[src/rtl/hlsm_launcher.sv]
// hlsm_launcher
// Initiator-side controller for a Start/Done HLSM core. Takes operand bundles
// from a valid/ready stream, launches the core, and returns the core's result,
// the launch-to-Done cycle count and an error flag on a second valid/ready
// stream. Only one bundle is in flight at a time.
//
// Optional feature: define HLSM_LAUNCHER_TIMEOUT_EN to enable the watchdog.
// With it, a core that stays in WAIT for TIMEOUT cycles without Done is reset
// through o_hlsm_rst for one cycle and an error response is returned. Without
// it, WAIT waits forever and o_hlsm_rst / o_res_err are tied low.

module hlsm_launcher #(
  parameter int DATA_W  = 16,
  parameter int NUM_OPS = 5,
  parameter int TIMEOUT = 1023
) (
  input  logic                      i_clk,
  input  logic                      i_rst,
  input  logic                      i_op_valid,
  output logic                      o_op_ready,
  input  logic [NUM_OPS*DATA_W-1:0] i_op_data,
  output logic                      o_res_valid,
  input  logic                      i_res_ready,
  output logic [DATA_W-1:0]         o_res_data,
  output logic [15:0]               o_res_cycles,
  output logic                      o_res_err,
  output logic                      o_hlsm_start,
  output logic                      o_hlsm_rst,
  output logic [NUM_OPS*DATA_W-1:0] o_hlsm_ops,
  input  logic                      i_hlsm_done,
  input  logic [DATA_W-1:0]         i_hlsm_result,
  output logic                      o_busy
);

  localparam int OPS_W = NUM_OPS * DATA_W;

  typedef enum logic [2:0] {
    IDLE,
    ARM,
    WAIT,
    RESP,
    RECOVER
  } state_t;

  state_t             r_state;
  logic [OPS_W-1:0]   r_ops;
  logic [15:0]        r_cnt;
  logic [DATA_W-1:0]  r_res_data;
  logic [15:0]        r_res_cycles;
  logic [15:0]        w_cnt_inc;

  // The cycle counter saturates at all-ones so very long runs still report a
  // meaningful (clipped) value instead of wrapping to a small number.
  assign w_cnt_inc = (r_cnt == 16'hFFFF) ? r_cnt : (r_cnt + 16'd1);

`ifdef HLSM_LAUNCHER_TIMEOUT_EN
  // The counter value during WAIT cycle k is k (ARM already counted as 1),
  // so comparing it against TIMEOUT gives exactly TIMEOUT WAIT cycles.
  localparam logic [15:0] TIMEOUT_LIM = 16'(TIMEOUT);

  logic r_res_err;

  // Main controller with watchdog: launch, wait for Done or timeout, respond.
  always_ff @(posedge i_clk or posedge i_rst) begin
    if (i_rst) begin
      r_state      <= IDLE;
      r_ops        <= '0;
      r_cnt        <= '0;
      r_res_data   <= '0;
      r_res_cycles <= '0;
      r_res_err    <= 1'b0;
    end else begin
      case (r_state)
        IDLE: begin
          if (i_op_valid) begin
            r_ops   <= i_op_data;
            r_cnt   <= '0;
            r_state <= ARM;
          end
        end
        ARM: begin
          r_cnt   <= w_cnt_inc;
          r_state <= WAIT;
        end
        WAIT: begin
          r_cnt <= w_cnt_inc;
          if (i_hlsm_done) begin
            r_res_data   <= i_hlsm_result;
            r_res_cycles <= w_cnt_inc;
            r_res_err    <= 1'b0;
            r_state      <= RESP;
          end else if (r_cnt >= TIMEOUT_LIM) begin
            r_state <= RECOVER;
          end
        end
        RECOVER: begin
          r_res_data   <= '0;
          r_res_cycles <= r_cnt;
          r_res_err    <= 1'b1;
          r_state      <= RESP;
        end
        RESP: begin
          if (i_res_ready) begin
            r_state <= IDLE;
          end
        end
        default: r_state <= IDLE;
      endcase
    end
  end

  assign o_res_err  = r_res_err;
  assign o_hlsm_rst = (r_state == RECOVER);
`else
  // TIMEOUT only matters for the watchdog build.
  logic w_unused_timeout;
  assign w_unused_timeout = (TIMEOUT != 0);

  // Main controller without watchdog: launch, wait for Done, respond.
  always_ff @(posedge i_clk or posedge i_rst) begin
    if (i_rst) begin
      r_state      <= IDLE;
      r_ops        <= '0;
      r_cnt        <= '0;
      r_res_data   <= '0;
      r_res_cycles <= '0;
    end else begin
      case (r_state)
        IDLE: begin
          if (i_op_valid) begin
            r_ops   <= i_op_data;
            r_cnt   <= '0;
            r_state <= ARM;
          end
        end
        ARM: begin
          r_cnt   <= w_cnt_inc;
          r_state <= WAIT;
        end
        WAIT: begin
          r_cnt <= w_cnt_inc;
          if (i_hlsm_done) begin
            r_res_data   <= i_hlsm_result;
            r_res_cycles <= w_cnt_inc;
            r_state      <= RESP;
          end
        end
        RESP: begin
          if (i_res_ready) begin
            r_state <= IDLE;
          end
        end
        default: r_state <= IDLE;
      endcase
    end
  end

  assign o_res_err  = 1'b0;
  assign o_hlsm_rst = 1'b0;
`endif

  // Start is held through ARM regardless of Done (a stale Done from the last
  // run may still be high), and in WAIT it drops as soon as Done appears so a
  // core returning to idle is never relaunched. Because it decodes the state
  // register, an async reset removes it immediately.
  assign o_hlsm_start = (r_state == ARM) || ((r_state == WAIT) && !i_hlsm_done);

  assign o_op_ready   = (r_state == IDLE);
  assign o_busy       = (r_state != IDLE);
  assign o_res_valid  = (r_state == RESP);
  assign o_res_data   = r_res_data;
  assign o_res_cycles = r_res_cycles;
  assign o_hlsm_ops   = r_ops;

endmodule

[config.mk]
export PLATFORM = sky130hd
export DESIGN_NAME = hlsm_launcher
export DESIGN_NICKNAME = d
export VERILOG_FILES = /design/src/rtl/hlsm_launcher.sv
export SDC_FILE = /design/constraint.sdc
export NUM_CORES = 1
export LEC_CHECK = 0
export BUFFER_PORTS_ARGS = -buffer_cell sky130_fd_sc_hd__buf_2
export CAP_MARGIN = 20
export CORE_ASPECT_RATIO = 0.8
export CORE_MARGIN = 2
export CORE_UTILIZATION = 54
export CTS_BUF_LIST = sky130_fd_sc_hd__clkbuf_4 sky130_fd_sc_hd__clkbuf_8
export CTS_CLUSTER_DIAMETER = 150
export DETAILED_ROUTE_END_ITERATION = 8
export HOLD_SLACK_MARGIN = 0.06
export PLACE_DENSITY = 0.95
export SYNTH_ARGS = -nofsm -noshare
export SYNTH_HDL_FRONTEND = slang
export SYNTH_SLANG_ARGS = --single-unit
[constraint.sdc]
create_clock -name i_clk -period 10 [get_ports i_clk]
set_clock_uncertainty 0.2 [all_clocks]
set_input_delay 0.5 -clock i_clk [delete_from_list [all_inputs] [get_ports i_clk]]
set_output_delay 0.5 -clock i_clk [all_outputs]
set_load 0.1 [all_outputs]
Word level (Yosys, flattened, before mapping)
Cells that the tools add are included.

$add $sub $neg: 1. Eq/ne operators: 7. Multiplexer cells: 7. Reductions and logical operators: 11.

Operators by type and width (count): $mux W16 (2); $pmux W16 S2 (1); $add A16 B1 Y16 const B (1); $eq A16 B16 Y1 const B (1); $pmux W3 S4 (1); $mux W3 (3); $eq A3 B2 Y1 const B (2); $reduce_and A2 Y1 (3); $ne A2 B2 Y1 const B (2); $eq A3 B1 Y1 const B (1); $logic_not A3 Y1 (1); $reduce_and A3 Y1 (1); $reduce_bool A3 Y1 (1); $ne A2 B1 Y1 const B (1); $reduce_bool A2 Y1 (1); $reduce_or A2 Y1 (1); $logic_and A1 B1 Y1 (1); $logic_not A1 Y1 (1); $logic_or A1 B1 Y1 (1).

Bits in registers: 131. Input port bits: 101. Output and inout bits: 118. Logic and storage cells: 31.

Logic depth before layout (Yosys ltp)
Gate-level depths: netlist of run 1.

Word-level depth: 4. Depth in mapped cells: 8. Mapped depth without buffers: 7.

Least setup slack after synthesis of run 1
Ideal clock, no wire load.

Path type: reg2reg. Start point: register r_state[0]. End point: register r_cnt[6]. Setup time: 0.095 ns. Arrival time: 2.806 ns. Required time: 9.705 ns. Setup slack: 6.899 ns. Stages on the path, launching flop included: 7. Path buffers: 0. Period minus slack after synthesis: 3.101 ns. Path through: dfrtp_1 -> inv_1 -> ha_1 -> inv_1 -> a21boi_1 -> o21ai_0 -> o31ai_1.

Elaborated cells between the ends (all ways): 8. Classes of those cells: 3 x eq/ne; 1 x mux; 4 x reduce/logical.

RTL lines: start: declaration (RTL line 45) `state_t r_state;`; start signal: assignment (RTL line 122) `r_state <= IDLE;`; start signal: assignment (RTL line 133) `r_state <= ARM;`; start signal: assignment (RTL line 138) `r_state <= WAIT;`; $logic_not A3 Y1 (*); net o_op_ready (RTL line 20) `output logic o_op_ready,`; $ne A2 B2 Y1 (no line) / $reduce_bool A2 Y1 (equally long branches); $reduce_and A2 Y1 (no line); end signal: assignment (RTL line 137) `r_cnt <= w_cnt_inc;`; end signal: assignment (RTL line 141) `r_cnt <= w_cnt_inc;`; end: declaration (RTL line 47) `logic [15:0] r_cnt;`.

Mark *: on every way through the listed nets, which the timed path passes. The rest lies on a longest branch. A chain may end at the register's enable or synchronous reset.

Final worst setup path of run 1
Start point: register r_state[0]. End point: register r_cnt[13].

Cells in the longest elaborated chain, start to end: 4. Elaborated cells between the ends (all ways): 8. Classes of those cells: 3 x eq/ne; 1 x mux; 4 x reduce/logical.

Ends and longest elaborated chain: $eq A3 B1 Y1 / $eq A3 B2 Y1 (equally long branches) (RTL line 128) `case (r_state)`; $reduce_or A2 Y1 (no line); $reduce_bool A2 Y1 (no line); $reduce_and A2 Y1 (no line).

Several ways; a longest one is shown, not always the timed one.

==> impl_metrics.tcl, run 1 <==
set metrics [dict create \
    fmax_mhz 354 \
    nets 784 \
    worstMarginPinSlew_ps 1050 \
    outcome "finished clean" \
    grt_pass1_wl_um 22400 \
    synth-seq-cells 130 \
    drv_cap 0 \
    antenna_found_initial 0 \
    cts-root-buf "clkbuf_8" \
    drc 0 \
    first_global_vias 4686 \
    worstPathArrival_ps 2950 \
    dp_hpwl_um 9920 \
    via_count 4484 \
    track_usage_pct 27.3 \
    syn_avg_cell_area_um2 12.1 \
    cts_hold_buffers 11 \
    fin_cells 827 \
    cts_tree "built" \
    std_cell_rows 32 \
    clk_pin_slew_ps 70 \
    crit_type "flop to flop" \
    relSlewSlack_pct 30.0 \
    drt_iter0_drc 328 \
    finalHoldViolCount 0 \
    clk_path_buf_depth 2 \
    synth-seq-area-share_pct 59.5 \
    post_cts_buffers 0 \
    maxSlewViolCount 0 \
    nFillCells 609 \
    diodes 0 \
    ys_types 46 \
    gp_congestion 0.942 \
    worst-r2r-setup-slack_ps 7180 \
    setup_viol 0 \
    syn_inst 451 \
    fin_crit_sh_pct 28.2 \
    cts_resized 0 \
    synth_area_um2 5470 \
    synthArstFlopShare_pct 100 \
    yosysWarningCount 0 \
    fp.dieH_um 94.0 \
    vias_per_cell 5.42 \
    worstPathMaxFanout 82 \
    dieWidth_um 117 \
    drive_gt1_share_pct 49.5 \
    dieArea_um2 11000 \
    pin_count 219 \
    clock-sinks 130 \
    fin_setup_tns_ps 0 \
    synth_edf_count 0 \
    synth_ff_type "dfrtp_1" \
    htreeDepth 4 \
    area_growth_pct 30.9 \
    start_util_pct 56.2 \
    crit_path_end_kind "flop" \
    dp_cells 783 \
    port_buffers 216 \
    coreArea_um2 9730 \
    cts_buffers 17 \
    rsz0062_at_grt "false" \
    globalRoute.totalOverflow 0 \
    routed_wirelength_um 14600 \
    crit_required_ps 10130 \
    hold_class "primary input to flop" \
    firstDrtPassIters 4 \
    clk_latency_ps 430 \
    grt_max_degree 83 \
    avgRoutedWirePerCell_um 17.6 \
    period_minus_slack_ps 2820 \
    ant_nets 0 \
    startpoint_type "flop" \
]
[final timing paths]
check                                       from        endpoint  cells past startpoint
min in group asynchronous                  i_rst   o_hlsm_ops[1]                      3
worst min-delay path            i_hlsm_result[8]   o_res_data[8]                      3
worst max-delay path                  r_state[0]       r_cnt[13]                      6
worst max register to register        r_state[0]       r_cnt[13]                      6
worst min register to register    o_res_data[10]  o_res_data[10]                      2
max in group asynchronous                  i_rst  o_hlsm_ops[58]                      4
[flip-flops by register name, indices dropped and copies added (netlist names)]
name	flops
r_state	2
o_res_cycles	16
o_res_data	16
r_cnt	16
o_hlsm_ops	80
[cells by family after synthesis]
group           Yosys count  share of synthesized area, %
fa+ha+maj                 5                          1.14
flops                   130                          59.5
xor+xnor                 10                          1.60
mux                      80                          16.5
simple gates            132                          11.3
other cells               1                        0.0686
buf+inv                  31                          2.88
compound gates           62                          7.09
[stage by stage]
stage               hold WS, ps  utilization (%)  cell area (um^2)  setup WS, ps
floorplan                   305                -              5470          5830
global placement            252             68.1              6620          7400
detailed placement          257             68.1              6620          7260
CTS                        60.8             73.3              7130          7180
global route               62.8             73.6              7160          6950
finish                     71.9             73.6              7160          7180
[routing by layer]
metal  routed length [um]  share of wire [%]  vias up  GRT usage [%]
met1                 5180                 35     2159           29.1
li1                     -                  -     2018              -
met4                  446                3.1        0           12.8
met2                 7640                 52      261           47.8
met5                    0                  0        -              0
met3                 1330                9.1       46           10.3
[synth_stat cells (6+ instances only)]
library cell | instances | share of area (%)
clkbuf_1 | 14 | 0.96
o21ai_0 | 26 | 2.4
mux2_2 | 80 | 16
nand2_1 | 81 | 5.6
nand4_1 | 6 | 0.69
dfrtp_1 | 130 | 59
xor2_1 | 7 | 1.1
nor2_1 | 15 | 1.0
inv_1 | 8 | 0.55
nand3_1 | 8 | 0.73
a21oi_1 | 10 | 0.92
[layout by cell type (no fill, tap or decap), types with 2 or more instances in the layout]
master           n
buf_4            2
xor2_1           7
and3_1           3
and4_2           4
nor2_1          15
clkinvlp_4       3
conb_1           2
clkinv_2         3
xnor2_1          3
bufinv_16        2
clkbuf_4         4
o31ai_1          3
a22o_1           3
nor3_1           3
mux2_2          80
a31oi_1          5
nand3_1          8
o21ai_0         26
o21ai_1          4
or3_1            2
buf_2          216
a21oi_1         10
nand3_4          2
clkbuf_8        19
dfrtp_1        130
dlygate4sd3_1   11
ha_1             5
inv_1            7
nand2_1         80
nand4_1          6
[critical path, cell delays in order (launching register included)]
cell,delay [ps]
dfrtp_1,400
inv_1,80
ha_1,280
nand2_4,780
a21boi_1,630
o21ai_0,200
o21ai_0,140
[final cells by class]
class	count	area (um^2)	area share, %
flip-flops and latches	130	3250	45.5
clock buffers	23	292	4.07
well taps	136	170	2.38
inverters	8	32.5	0.455
clock inverters	9	106	1.49
multi-input cells	291	2070	28.9
repair buffers	230	1230	17.2
Power of run 1 is left out: the tool's default activity adds up to more than one toggle a clock period on the data nets, which glitch-free logic cannot reach.
==> inputs of run 2 (changes only) <==
--- a/config.mk
+++ b/config.mk
@@ -9,12 +9,12 @@
 export CAP_MARGIN = 20
 export CORE_ASPECT_RATIO = 0.8
 export CORE_MARGIN = 2
-export CORE_UTILIZATION = 54
+export CORE_UTILIZATION = 50
 export CTS_BUF_LIST = sky130_fd_sc_hd__clkbuf_4 sky130_fd_sc_hd__clkbuf_8
 export CTS_CLUSTER_DIAMETER = 150
 export DETAILED_ROUTE_END_ITERATION = 8
 export HOLD_SLACK_MARGIN = 0.06
-export PLACE_DENSITY = 0.95
+export PLACE_DENSITY = 0.91
 export SYNTH_ARGS = -nofsm -noshare
 export SYNTH_HDL_FRONTEND = slang
 export SYNTH_SLANG_ARGS = --single-unit
==> constraint.sdc (replaced) <==
create_clock -name i_clk -period 2.8 [get_ports i_clk]
set_clock_uncertainty 0.2 [all_clocks]
set_input_delay 0.14 -clock i_clk [delete_from_list [all_inputs] [get_ports i_clk]]
set_output_delay 0.14 -clock i_clk [all_outputs]
set_load 0.1 [all_outputs]
==> run 2 against run 1 <==
Effect of this change:
- worst setup slack got worse by 7000 ps
- core utilization up 4.0 points
- register-to-register slack worse by 7000 ps
- routed wire length rose by 25%
- via count up 13%
- first-iteration DRC count shrank 20%
- non-clock buffer count is 115 higher
- highest routed layer unchanged
- sequential share of layout area fell by 6.5 points
- critical path depth is 2 higher
- fmax grew 9.0%
- global-route usage grew 4.3 points
==> impl_metrics.tcl, run 2 (same netlist as run 1, synthesis figures left out) <==
set metrics [dict create \
    relSlewSlack_pct 51.5 \
    clock-sinks 130 \
    crit_type "flop to flop" \
    start_util_pct 50.8 \
    globalRoute.totalOverflow 0 \
    avgRoutedWirePerCell_um 19.1 \
    fin_setup_tns_ps 0 \
    period_minus_slack_ps 2590 \
    largest_reg_flops 80 \
    clk_pin_slew_ps 80 \
    fp.dieH_um 97.5 \
    gp_congestion 0.926 \
    dp_hpwl_um 10000 \
    grt_max_degree 131 \
    antenna_found_initial 1 \
    startpoint_type "flop" \
    area_growth_pct 52.7 \
    clk_path_buf_depth 2 \
    ant_nets 0 \
    maxSlewViolCount 0 \
    nets 899 \
    cts_buffers 17 \
    crit_required_ps 2960 \
    outcome "finished clean" \
    final_cell_mix "buf_2 (216), dfrtp_1 (130), dlygate4sd3_1 (123)" \
    vias_per_cell 5.33 \
    fin_crit_sh_pct 92.5 \
    fmax_mhz 386 \
    firstDrtPassIters 5 \
    hold_class "primary input to flop" \
    dieArea_um2 11800 \
    crit_path_end_kind "flop" \
    worstMarginPinSlew_ps 727 \
    track_usage_pct 31.6 \
    cts_tree "built" \
    dpl_cell_area_um2 6690 \
    final_common_cell "buf_2" \
    dieWidth_um 121 \
    pin_count 219 \
    worstPathArrival_ps 2750 \
    routed_wirelength_um 18200 \
    clk_latency_ps 420 \
    std_cell_rows 34 \
    htreeDepth 4 \
    post-route-util_pct 77.6 \
    final_area_um2 8350 \
    drc 0 \
    drt_iter0_drc 262 \
    drive_gt1_share_pct 43.1 \
    grt_pass1_wl_um 28400 \
    nFillCells 599 \
    cts-root-buf "clkbuf_8" \
    finalHoldViolCount 0 \
    drv_cap 0 \
    first_global_vias 5435 \
    via_count 5066 \
    coreArea_um2 10800 \
    port_buffers 216 \
    worstPathMaxFanout 7 \
    setup_viol 0 \
    rsz0062_at_grt "false" \
]
[run 2: worst paths after layout]
path | from | to | cells past startpoint | slack [ps]
setup / recovery | r_state[0] | o_res_data[2] | 8 | 210
hold / removal | i_op_valid | r_cnt[8] | 5 | 240
setup reg to reg | r_state[0] | o_res_data[2] | 8 | 210
hold reg to reg | o_res_cycles[6] | o_res_cycles[6] | 2 | 280
max in group asynchronous | i_rst | o_hlsm_ops[50] | 4 | 1650
min in group asynchronous | i_rst | o_hlsm_ops[1] | 4 | 280
[run 2: routing by layer]
metal | vias up | global-route usage [%] | wire length (um)
met1 | 2458 | 35.8 | 6780
met5 | - | 0 | 0
met2 | 296 | 54.6 | 9400
met4 | 0 | 15.5 | 868
met3 | 65 | 8.80 | 1140
li1 | 2247 | - | -
[run 2: area by class of cell]
class	count	area (um^2)	area share, %
Sequential cell	130	3250	39.0
Timing Repair Buffer	345	2380	28.5
Multi-Input combinational cell	291	2080	24.9
Clock buffer	18	241	2.89
Tap cell	144	180	2.16
Clock inverter	14	178	2.13
Inverter	8	33.8	0.405
Antenna cell	1	2.50	0.0300
[run 2: metrics by stage]
step	hold WS [ps]	worst slack, ps	std cells
floorplan	45.4	202	452
detailed placement	135	374	795
global placement	132	542	795
CTS	206	74.4	950
finish	239	210	951
global route	238	75.9	951
[run 2: worst max-delay path, stage by stage (launching register included)]
cell and delay (ps):
dfrtp_1 430, inv_1 120, ha_1 220, inv_1 100
nor2_4 220, nand2_1 80, dlygate4sd3_1 550, nand2_1 70
dlygate4sd3_1 540
[run 2: timing repair]
item / in CTS / in global routing
buffers inserted: 0 / 0
endpoints found under the setup margin: 0 / 1
hold buffers: 123 / 0
hold endpoints to repair: 231 / 0
resized for setup: 0 / 2
Power of run 2 is left out for the same reason.
==> inputs of run 3 (changes only) <==
--- a/config.mk
+++ b/config.mk
@@ -14,6 +14,7 @@
 export CTS_CLUSTER_DIAMETER = 150
 export DETAILED_ROUTE_END_ITERATION = 8
 export HOLD_SLACK_MARGIN = 0.06
+export MAX_ROUTING_LAYER = met4
 export PLACE_DENSITY = 0.91
 export SYNTH_ARGS = -nofsm -noshare
 export SYNTH_HDL_FRONTEND = slang
==> run 3 against run 2 <==
Effect of this change:
- cell count down 1.5%
- critical path depth down 1
- critical path type unchanged
- sequential share of layout area up 0.54 points
- routed wire length down 4.9%
- critical endpoint is now o_res_data[1]
==> impl_metrics.tcl, run 3 (same netlist as run 1, synthesis figures left out) <==
set metrics [dict create \
    relSlewSlack_pct 52.3 \
    worst-r2r-setup-slack_ps 520 \
    fmax_mhz 439 \
    clk_pin_slew_ps 80 \
    worstPathMaxFanout 8 \
    drt_iter0_drc 277 \
    routed_wirelength_um 17300 \
    firstDrtPassIters 5 \
    fin_crit_sh_pct 81.3 \
    period_minus_slack_ps 2280 \
    hold-path-endpoint "r_cnt[7]" \
    diodes 0 \
    hold_path_depth 5 \
    area_growth_pct 50.6 \
    drc 0 \
    fin_setup_tns_ps 0 \
    multi_input_area_um2 2070 \
    final_cell_mix "buf_2 (216), dfrtp_1 (130), dlygate4sd3_1 (110)" \
    setup_slack_ps 523 \
    nets 886 \
    hold_class "primary input to flop" \
    cts_tree "built" \
    cts_resized 0 \
    worstPathArrival_ps 2450 \
    avgRoutedWirePerCell_um 18.5 \
    cts-root-buf "clkbuf_8" \
    startpoint_type "flop" \
    pin_count 219 \
    reg2reg_depth 7 \
    vias_per_cell 5.29 \
    ant_nets 0 \
    antenna_found_initial 0 \
    setup_viol 0 \
    std_cell_rows 34 \
    port_buffers 216 \
    dp_hpwl_um 9890 \
    crit_path_end_kind "flop" \
    grt_max_degree 131 \
    coreArea_um2 10800 \
    clk_latency_ps 440 \
    final_common_cell "buf_2" \
    htreeDepth 4 \
    crit_required_ps 2980 \
    clk_path_buf_depth 2 \
    outcome "finished clean" \
    rsz0062_at_grt "false" \
    drive_gt1_share_pct 43.6 \
    globalRoute.totalOverflow 0 \
    cts_buffers 17 \
    start_util_pct 50.8 \
    finalHoldViolCount 0 \
    maxSlewViolCount 0 \
    via_count 4961 \
    cts_hold_buffers 110 \
    nFillCells 623 \
    r2r-end "o_res_data[1]" \
    critical_path.startpoint "r_state[0]" \
    first_global_vias 5198 \
    crit_type "flop to flop" \
    track_usage_pct 31.2 \
    grt_pass1_wl_um 27200 \
    clock-sinks 130 \
    post_cts_buffers 0 \
    gp_congestion 0.871 \
    largest_reg_flops 80 \
    dieWidth_um 121 \
    pre_cts_slack_ps 685 \
    seq_area_um2 3250 \
    worstMarginPinSlew_ps 715 \
    reg2reg_from "r_state[0]" \
    fp.dieH_um 97.5 \
    dieArea_um2 11800 \
    drv_cap 0 \
    min_from "i_op_valid" \
]
-- run 3: changes by cell type in the layout (fill, tap and decap cells not counted), sizes merged --
| cell | delta |
|---|---|
| clkinv | +2 |
| bufinv | +1 |
| clkinvlp | -2 |
| diode | -1 |
| inv | -1 |
| dlygate4sd3 | -13 |
-- run 3: per-layer routing --
metal  track usage, %  vias up  part of all wire [%]
met4             12.6        0                   3.6
met5                -        -                     0
met1             37.0     2417                    38
li1                 -     2218                     -
met2             51.6      270                    51
met3             6.75       56                   7.0
-- run 3: worst max-delay path by stage --
| stage | end |
|---|---|
| after global routing | o_res_data[1] |
| after floorplan | r_cnt[6] |
| after CTS | o_res_data[1] |
| after detailed placement | r_cnt[1] |
| after global placement | o_res_cycles[14] |
| final | o_res_data[1] |
-- run 3: stage by stage --
step                std cells  hold WS (ps)  utilization, %  area (um^2)
floorplan                 452          45.4               -         5480
detailed placement        795           143            62.2         6690
global placement          795           132            62.2         6690
finish                    937           213            76.5         8240
CTS                       937           193            76.5         8240
global route              937           231            76.5         8240
-- run 3: cell type report --
class / count / share of cell area [%]
clock buffers: 18 / 2.93
multi-input cells: 291 / 25.2
repair buffers: 332 / 27.3
flip-flops and latches: 130 / 39.5
inverters: 8 / 0.410
well taps: 144 / 2.19
clock inverters: 14 / 2.48
-- run 3: critical path, cell delays in order, from the launching register on --
cell	delay (ps)
dfrtp_1	410
inv_1	100
ha_1	220
inv_1	80
nor2_1	480
nand2_1	90
dlygate4sd3_1	570
nand2_1	60
Power of run 3 is left out for the same reason.
